$ cat config.mk
export PLATFORM = sky130hd
export DESIGN_NAME = ram_port_arbiter
export DESIGN_NICKNAME = d
export VERILOG_FILES = /design/src/rtl/ram_arb_pkg.sv /design/src/rtl/rr_arbiter.sv /design/src/rtl/ram_port_arbiter.sv
export SDC_FILE = /design/constraint.sdc
export NUM_CORES = 1
export LEC_CHECK = 0
export BUFFER_PORTS_ARGS = -buffer_cell sky130_fd_sc_hd__buf_2
export CAP_MARGIN = 25
export CELL_PAD_IN_SITES_DETAIL_PLACEMENT = 0
export CELL_PAD_IN_SITES_GLOBAL_PLACEMENT = 1
export CORE_MARGIN = 3
export CORE_UTILIZATION = 34
export CTS_CLUSTER_DIAMETER = 60
export DETAILED_ROUTE_END_ITERATION = 6
export PLACE_DENSITY = 0.87
export REMOVE_ABC_BUFFERS = 1
export SKIP_LAST_GASP = 1
export SYNTH_ARGS = -nofsm -noshare
export SYNTH_HDL_FRONTEND = slang
export SYNTH_SLANG_ARGS = --single-unit
$ cat constraint.sdc
create_clock -name clk -period 2.6 [get_ports clk]
set_input_delay 0.26 -clock clk [delete_from_list [all_inputs] [get_ports clk]]
set_output_delay 0.26 -clock clk [all_outputs]
set_load 0.02 [all_outputs]
$ cat src/rtl/ram_arb_pkg.sv
// Shared constants, helpers and types for the RAM port arbiter and its
// round-robin picker.
package ram_arb_pkg;

    localparam int MAX_REQ = 8;

    // Index width for n items, never less than one bit.
    function automatic int clog2(input int n);
        int w;
        w = 1;
        while ((1 << w) < n) w++;
        return w;
    endfunction

    localparam int RSP_IDX_W = clog2(MAX_REQ);

    typedef struct packed {
        logic                 valid;
        logic [RSP_IDX_W-1:0] idx;
    } rsp_entry_t;

endpackage

$ cat src/rtl/rr_arbiter.sv
// Round-robin picker: grants the first valid requester after rr_ptr,
// returning the grant both one-hot and as an index.
module rr_arbiter
    import ram_arb_pkg::*;
#(
    parameter int NUM_REQ = 2,
    parameter int IDX_W   = clog2(NUM_REQ)
) (
    input  logic [NUM_REQ-1:0] req_valid,
    input  logic [IDX_W-1:0]   rr_ptr,
    output logic [NUM_REQ-1:0] grant,
    output logic [IDX_W-1:0]   grant_idx,
    output logic               grant_any
);

    always_comb begin
        int               cand;
        logic [IDX_W-1:0] cand_idx;
        // NOTE: every output gets a default before the search so no path leaves it unassigned (no latch).
        grant     = '0;
        grant_idx = '0;
        grant_any = 1'b0;
        cand      = 0;
        cand_idx  = '0;
        // Walk from the farthest candidate to the nearest so the nearest hit wins.
        for (int off = NUM_REQ; off >= 1; off--) begin
            cand     = (int'(rr_ptr) + off) % NUM_REQ;
            cand_idx = IDX_W'(cand);
            if (req_valid[cand_idx]) begin
                grant           = '0;
                grant[cand_idx] = 1'b1;
                grant_idx       = cand_idx;
                grant_any       = 1'b1;
            end
        end
    end

endmodule

$ cat src/rtl/ram_port_arbiter.sv
// Shares one RAM read port and one RAM write port among NUM_REQ requesters,
// issuing at most one operation per cycle and routing read data back.
module ram_port_arbiter
    import ram_arb_pkg::*;
#(
    parameter int NUM_REQ    = 2,
    parameter int ADDR_W     = 32,
    parameter int DATA_W     = 32,
    parameter int RD_LATENCY = 1
) (
    input  logic                      clk,
    input  logic                      rst,
    input  logic [NUM_REQ-1:0]        req_valid,
    input  logic [NUM_REQ-1:0]        req_we,
    input  logic [NUM_REQ*ADDR_W-1:0] req_addr,
    input  logic [NUM_REQ*DATA_W-1:0] req_wdata,
    output logic [NUM_REQ-1:0]        req_ready,
    output logic [NUM_REQ-1:0]        rsp_valid,
    output logic [DATA_W-1:0]         rsp_data,
    output logic [ADDR_W-1:0]         ram_raddr_0,
    input  logic [DATA_W-1:0]         ram_rdata_0,
    output logic [ADDR_W-1:0]         ram_waddr_0,
    output logic                      ram_wen_0,
    output logic [DATA_W-1:0]         ram_wdata_0,
    output logic                      busy
);

    localparam int IDX_W = clog2(NUM_REQ);

    logic [IDX_W-1:0]   rr_ptr;
    logic [NUM_REQ-1:0] pick;
    logic [IDX_W-1:0]   pick_idx;
    logic               pick_any;
    logic               grant_any;
    logic               sel_we;
    logic               wr_grant;
    logic               rd_grant;
    logic [ADDR_W-1:0]  sel_addr;
    logic [DATA_W-1:0]  sel_wdata;
    logic [ADDR_W-1:0]  raddr_q;
    logic [ADDR_W-1:0]  waddr_q;
    logic [DATA_W-1:0]  wdata_q;
    rsp_entry_t         rsp_pipe [RD_LATENCY];

    rr_arbiter #(
        .NUM_REQ (NUM_REQ),
        .IDX_W   (IDX_W)
    ) u_rr_arbiter (
        .req_valid (req_valid),
        .rr_ptr    (rr_ptr),
        .grant     (pick),
        .grant_idx (pick_idx),
        .grant_any (pick_any)
    );

    // Grants are suppressed while reset is held so nothing reaches the RAM.
    assign req_ready = rst ? pick : '0;
    assign grant_any = rst & pick_any;

    always_comb begin
        sel_we    = 1'b0;
        sel_addr  = '0;
        sel_wdata = '0;
        for (int i = 0; i < NUM_REQ; i++) begin
            if (pick[i]) begin
                sel_we    = req_we[i];
                sel_addr  = req_addr[i*ADDR_W +: ADDR_W];
                sel_wdata = req_wdata[i*DATA_W +: DATA_W];
            end
        end
    end

    assign wr_grant = grant_any & sel_we;
    assign rd_grant = grant_any & ~sel_we;

    // Address and data buses hold their last driven value while idle.
    assign ram_wen_0   = wr_grant;
    assign ram_waddr_0 = wr_grant ? sel_addr  : waddr_q;
    assign ram_wdata_0 = wr_grant ? sel_wdata : wdata_q;
    assign ram_raddr_0 = rd_grant ? sel_addr  : raddr_q;

    always_ff @(posedge clk or negedge rst) begin
        if (!rst) begin
            rr_ptr  <= IDX_W'(NUM_REQ - 1);
            raddr_q <= '0;
            waddr_q <= '0;
            wdata_q <= '0;
            // NOTE: the response pipeline is reset so in-flight reads are dropped rather than replayed after reset.
            for (int i = 0; i < RD_LATENCY; i++) begin
                rsp_pipe[i] <= '0;
            end
        end else begin
            if (grant_any) rr_ptr <= pick_idx;
            if (rd_grant) raddr_q <= sel_addr;
            if (wr_grant) begin
                waddr_q <= sel_addr;
                wdata_q <= sel_wdata;
            end
            // NOTE: non-blocking assignments let every stage shift from its pre-edge value.
            rsp_pipe[0] <= '{valid: rd_grant, idx: RSP_IDX_W'(pick_idx)};
            for (int i = 1; i < RD_LATENCY; i++) begin
                rsp_pipe[i] <= rsp_pipe[i-1];
            end
        end
    end

    always_comb begin
        rsp_valid = '0;
        for (int i = 0; i < NUM_REQ; i++) begin
            rsp_valid[i] = rsp_pipe[RD_LATENCY-1].valid &&
                           (rsp_pipe[RD_LATENCY-1].idx == RSP_IDX_W'(i));
        end
    end

    assign rsp_data = rsp_pipe[RD_LATENCY-1].valid ? ram_rdata_0 : '0;

    always_comb begin
        busy = 1'b0;
        for (int i = 0; i < RD_LATENCY; i++) begin
            busy = busy | rsp_pipe[i].valid;
        end
    end

endmodule

==> results_dict.tcl <==
set metrics [dict create \
    worstPathMaxFanout 50 \
    first_global_vias 4032 \
    critical_path_class "reg -> out" \
    clk_pin_slew_worst_paths_ns 0.06 \
    synth_cell_type_count 23 \
    unrepaired_setup_endpoints_after_global_routing "yes" \
    vdd_ir_drop_max_mv 0.4732 \
    worst_setup_path_end_kind "output port" \
    area_growth_syn_to_layout_pct 41.59 \
    design.final.nets 792 \
    total_iterations_of_the_first_detailed_routing_run 4 \
    remaining_drc_errors 0 \
    cell_count_after_synthesis 334 \
    finalPower_mw 5.530 \
    dieArea_mm2 0.01532 \
    sink_count_of_the_clock_tree 99 \
    tns_ns 0 \
    power.density_mw_per_mm2 828.0 \
    drt_wl_cell_um 16.75 \
    cts_tree "yes" \
    worstSkewPairLatency_ns 0.33 \
    core_mm2 0.01340 \
    post_route_cells_drive_above_1_share 0.6418 \
    comb_power_share 0.394 \
    clock_power_share 0.227 \
    pwr-share-seq 0.379 \
    final-max-slew-violation-count 0 \
    num_io_pins 300 \
    synth.yosys.seq_area_share 0.5255 \
    fin_crit_sh 0.9807 \
    clock_tree.htree_level_count 3 \
    non_filler_cells_in_the_finished_layout 808 \
    std_cell_rows 42 \
    via_per_inst 4.840 \
    detail_route.iter0.violations 75 \
    grt_max_degree 67 \
    grt.overflow.total 0 \
    status "completed" \
    worst_slew_pin_slew_ns 0.7582 \
    final_area_mm2 0.006679 \
    required_ns 2.34 \
    ys.warnings.count 0 \
    total_switching_power_mw 1.935 \
    syn_area_mm2 0.004717 \
    cts.root.buffer_cell "sky130_fd_sc_hd__clkbuf_16" \
    crit_path_start_kind "flip-flop" \
    die_y_um 123.8 \
    floorplan.die.width_um 123.8 \
    maxCapViolCount 0 \
    clockBufferDepth 2 \
    hp-class "in -> reg" \
    cts-buffers-inserted 9 \
    hpwlAfterDp_mm 10.07 \
    utilization 0.4984 \
    ant_nets 0 \
    num_vias 3911 \
    postCtsSetupRepairBufs 0 \
    drt_wl_total_mm 13.53 \
    placed_cell_area_mm2 0.006381 \
    power_switching_share 0.3500 \
    total_leakage_power_nw 3.717 \
    arrival_ns 2.29 \
    hold_viol_final 0 \
    initial_utilization 0.3520 \
    clock-skew-final_ns 0.006351 \
    layout_min_cycle_time_ns 2.550 \
    placement.io_buffers 299 \
    fmax_mhz 392.2 \
    p_int_mw 3.595 \
    place_congestion 0.7376 \
    grt_first_pass_wirelength_mm 19.95 \
    groute.usage.overall 0.1707 \
    synthesis.area_per_instance_um2 14.12 \
    setup_viol_count_final 0 \
    placedCellCount 790 \
    max-slew-margin-rel 0.4945 \
    postSynthRegisterBits 99 \
    grt_antenna_before_repair 2 \
]
==> Yosys cell counts, drive strengths merged <==
cell type / number / share of area
clkbuf: 8 / 0.0064
a21oi: 1 / 0.0011
a21boi: 1 / 0.0024
buf: 19 / 0.029
nand2b: 1 / 0.0013
dfrtp: 98 / 0.52
mux2: 96 / 0.25
nor2b: 1 / 0.0013
a22o: 64 / 0.12
inv: 3 / 0.0024
and3b: 1 / 0.0019
a31oi: 3 / 0.0085
and3: 2 / 0.0027
and2: 35 / 0.047
dfstp: 1 / 0.0056
==> sequential cells by signal (all words and copies together) (netlist names) <==
register  flops
wdata_q      32
rsp_pipe      1
rr_ptr        1
waddr_q      32
raddr_q      32
busy          1
==> stage by stage <==
| step | hold WS, ns | worst slack [ns] |
|---|---|---|
| after global placement | 0.2844 | 0.4477 |
| after global routing | 0.1659 | -0.05195 |
| final | 0.1580 | 0.05020 |
| after detailed placement | 0.2923 | 0.4103 |
| after floorplan | -0.03559 | -2.069 |
| after CTS | 0.1340 | 0.02076 |
==> cell usage in the layout, fill, tap and decap left out <==
cell / instances
sky130_fd_sc_hd__buf_2: 298
sky130_fd_sc_hd__dfrtp_1: 98
sky130_fd_sc_hd__a22o_1: 64
sky130_fd_sc_hd__mux2_2: 50
sky130_fd_sc_hd__and2_1: 34
sky130_fd_sc_hd__mux2_4: 28
sky130_fd_sc_hd__mux2_1: 18
sky130_fd_sc_hd__clkbuf_16: 9
sky130_fd_sc_hd__buf_4: 5
sky130_fd_sc_hd__inv_1: 3
sky130_fd_sc_hd__buf_12: 3
sky130_fd_sc_hd__a31oi_4: 2
sky130_fd_sc_hd__and3_1: 2
sky130_fd_sc_hd__clkbuf_8: 2
sky130_fd_sc_hd__clkinv_2: 2
sky130_fd_sc_hd__clkinvlp_4: 2
sky130_fd_sc_hd__diode_2: 1
sky130_fd_sc_hd__a21boi_4: 1
sky130_fd_sc_hd__nand2b_1: 1
sky130_fd_sc_hd__and2_4: 1
sky130_fd_sc_hd__and3b_1: 1
sky130_fd_sc_hd__nor2b_1: 1
sky130_fd_sc_hd__a21oi_1: 1
sky130_fd_sc_hd__a31oi_1: 1
sky130_fd_sc_hd__clkbuf_1: 1
sky130_fd_sc_hd__dlygate4sd3_1: 1
sky130_fd_sc_hd__buf_6: 1
sky130_fd_sc_hd__dfstp_2: 1
==> cells by family after synthesis <==
group,synth area share
AND/OR/NAND/NOR,0.05411
buffers and inverters,0.03819
AO/OA/AOI/OAI,0.1308
flip-flops,0.5255
multiplexers,0.2515
==> layer usage <==
| layer | vias up | wire [µm] | GRT usage |
|---|---|---|---|
| li1 | 1803 | - | - |
| met1 | 1898 | 4687 | 0.1736 |
| met2 | 195 | 7392 | 0.3275 |
| met3 | 13 | 1236 | 0.04632 |
| met4 | 2 | 202 | 0.06644 |
| met5 | - | 14 | 0 |
==> path summary, 6_finish.rpt <==
path	depth (start not counted)	start	slack [ns]	to
max	6	rr_ptr	0.05	ram_wdata_0[9]
min	2	req_valid[0]	0.16	rr_ptr
max reg2reg	5	rr_ptr	0.69	wdata_q[9]
min reg2reg	1	wdata_q[27]	0.49	wdata_q[27]
max in group asynchronous	3	rst	1.33	raddr_q[30]
min in group asynchronous	2	rst	0.50	rr_ptr
==> worst max-delay path, stage by stage, from the launching register on <==
cell and delay [ns]:
sky130_fd_sc_hd__dfstp_2 0.57, sky130_fd_sc_hd__a21boi_4 0.07, sky130_fd_sc_hd__and3_1 0.21, sky130_fd_sc_hd__a31oi_4 0.18, sky130_fd_sc_hd__buf_12 0.31, sky130_fd_sc_hd__mux2_2 0.40, sky130_fd_sc_hd__buf_2 0.16
==> repair_timing <==
| item | 4_1_cts | 5_1_grt |
|---|---|---|
| hold endpoints to repair | 1 | 0 |
| setup endpoints to repair | 0 | 42 |
| gates resized for setup | 0 | 1 |
| hold buffers | 1 | 0 |
==> layout make-up <==
type                            count  area (µm²)
Timing Repair Buffer              308        1610
Fill cell                        1217        6721
Multi-Input combinational cell    205        2074
Antenna cell                        1       2.502
Sequential cell                    99        2479
Tap cell                          176       220.2
Clock buffer                       12       256.5
Inverter                            3       11.26
Clock inverter                      4       25.02
==> power groups by stage <==
stage	clock, mW	sequential, mW	combinational [mW]
2_1_floorplan	0	2.07	1.45
3_3_place_gp	0	2.10	2.17
3_5_place_dp	0	2.13	2.21
4_1_cts	1.31	2.10	2.22
5_1_grt	1.37	2.14	2.35
6_report	1.25	2.10	2.18
No activity file was read; power rests on OpenSTA's default activity.
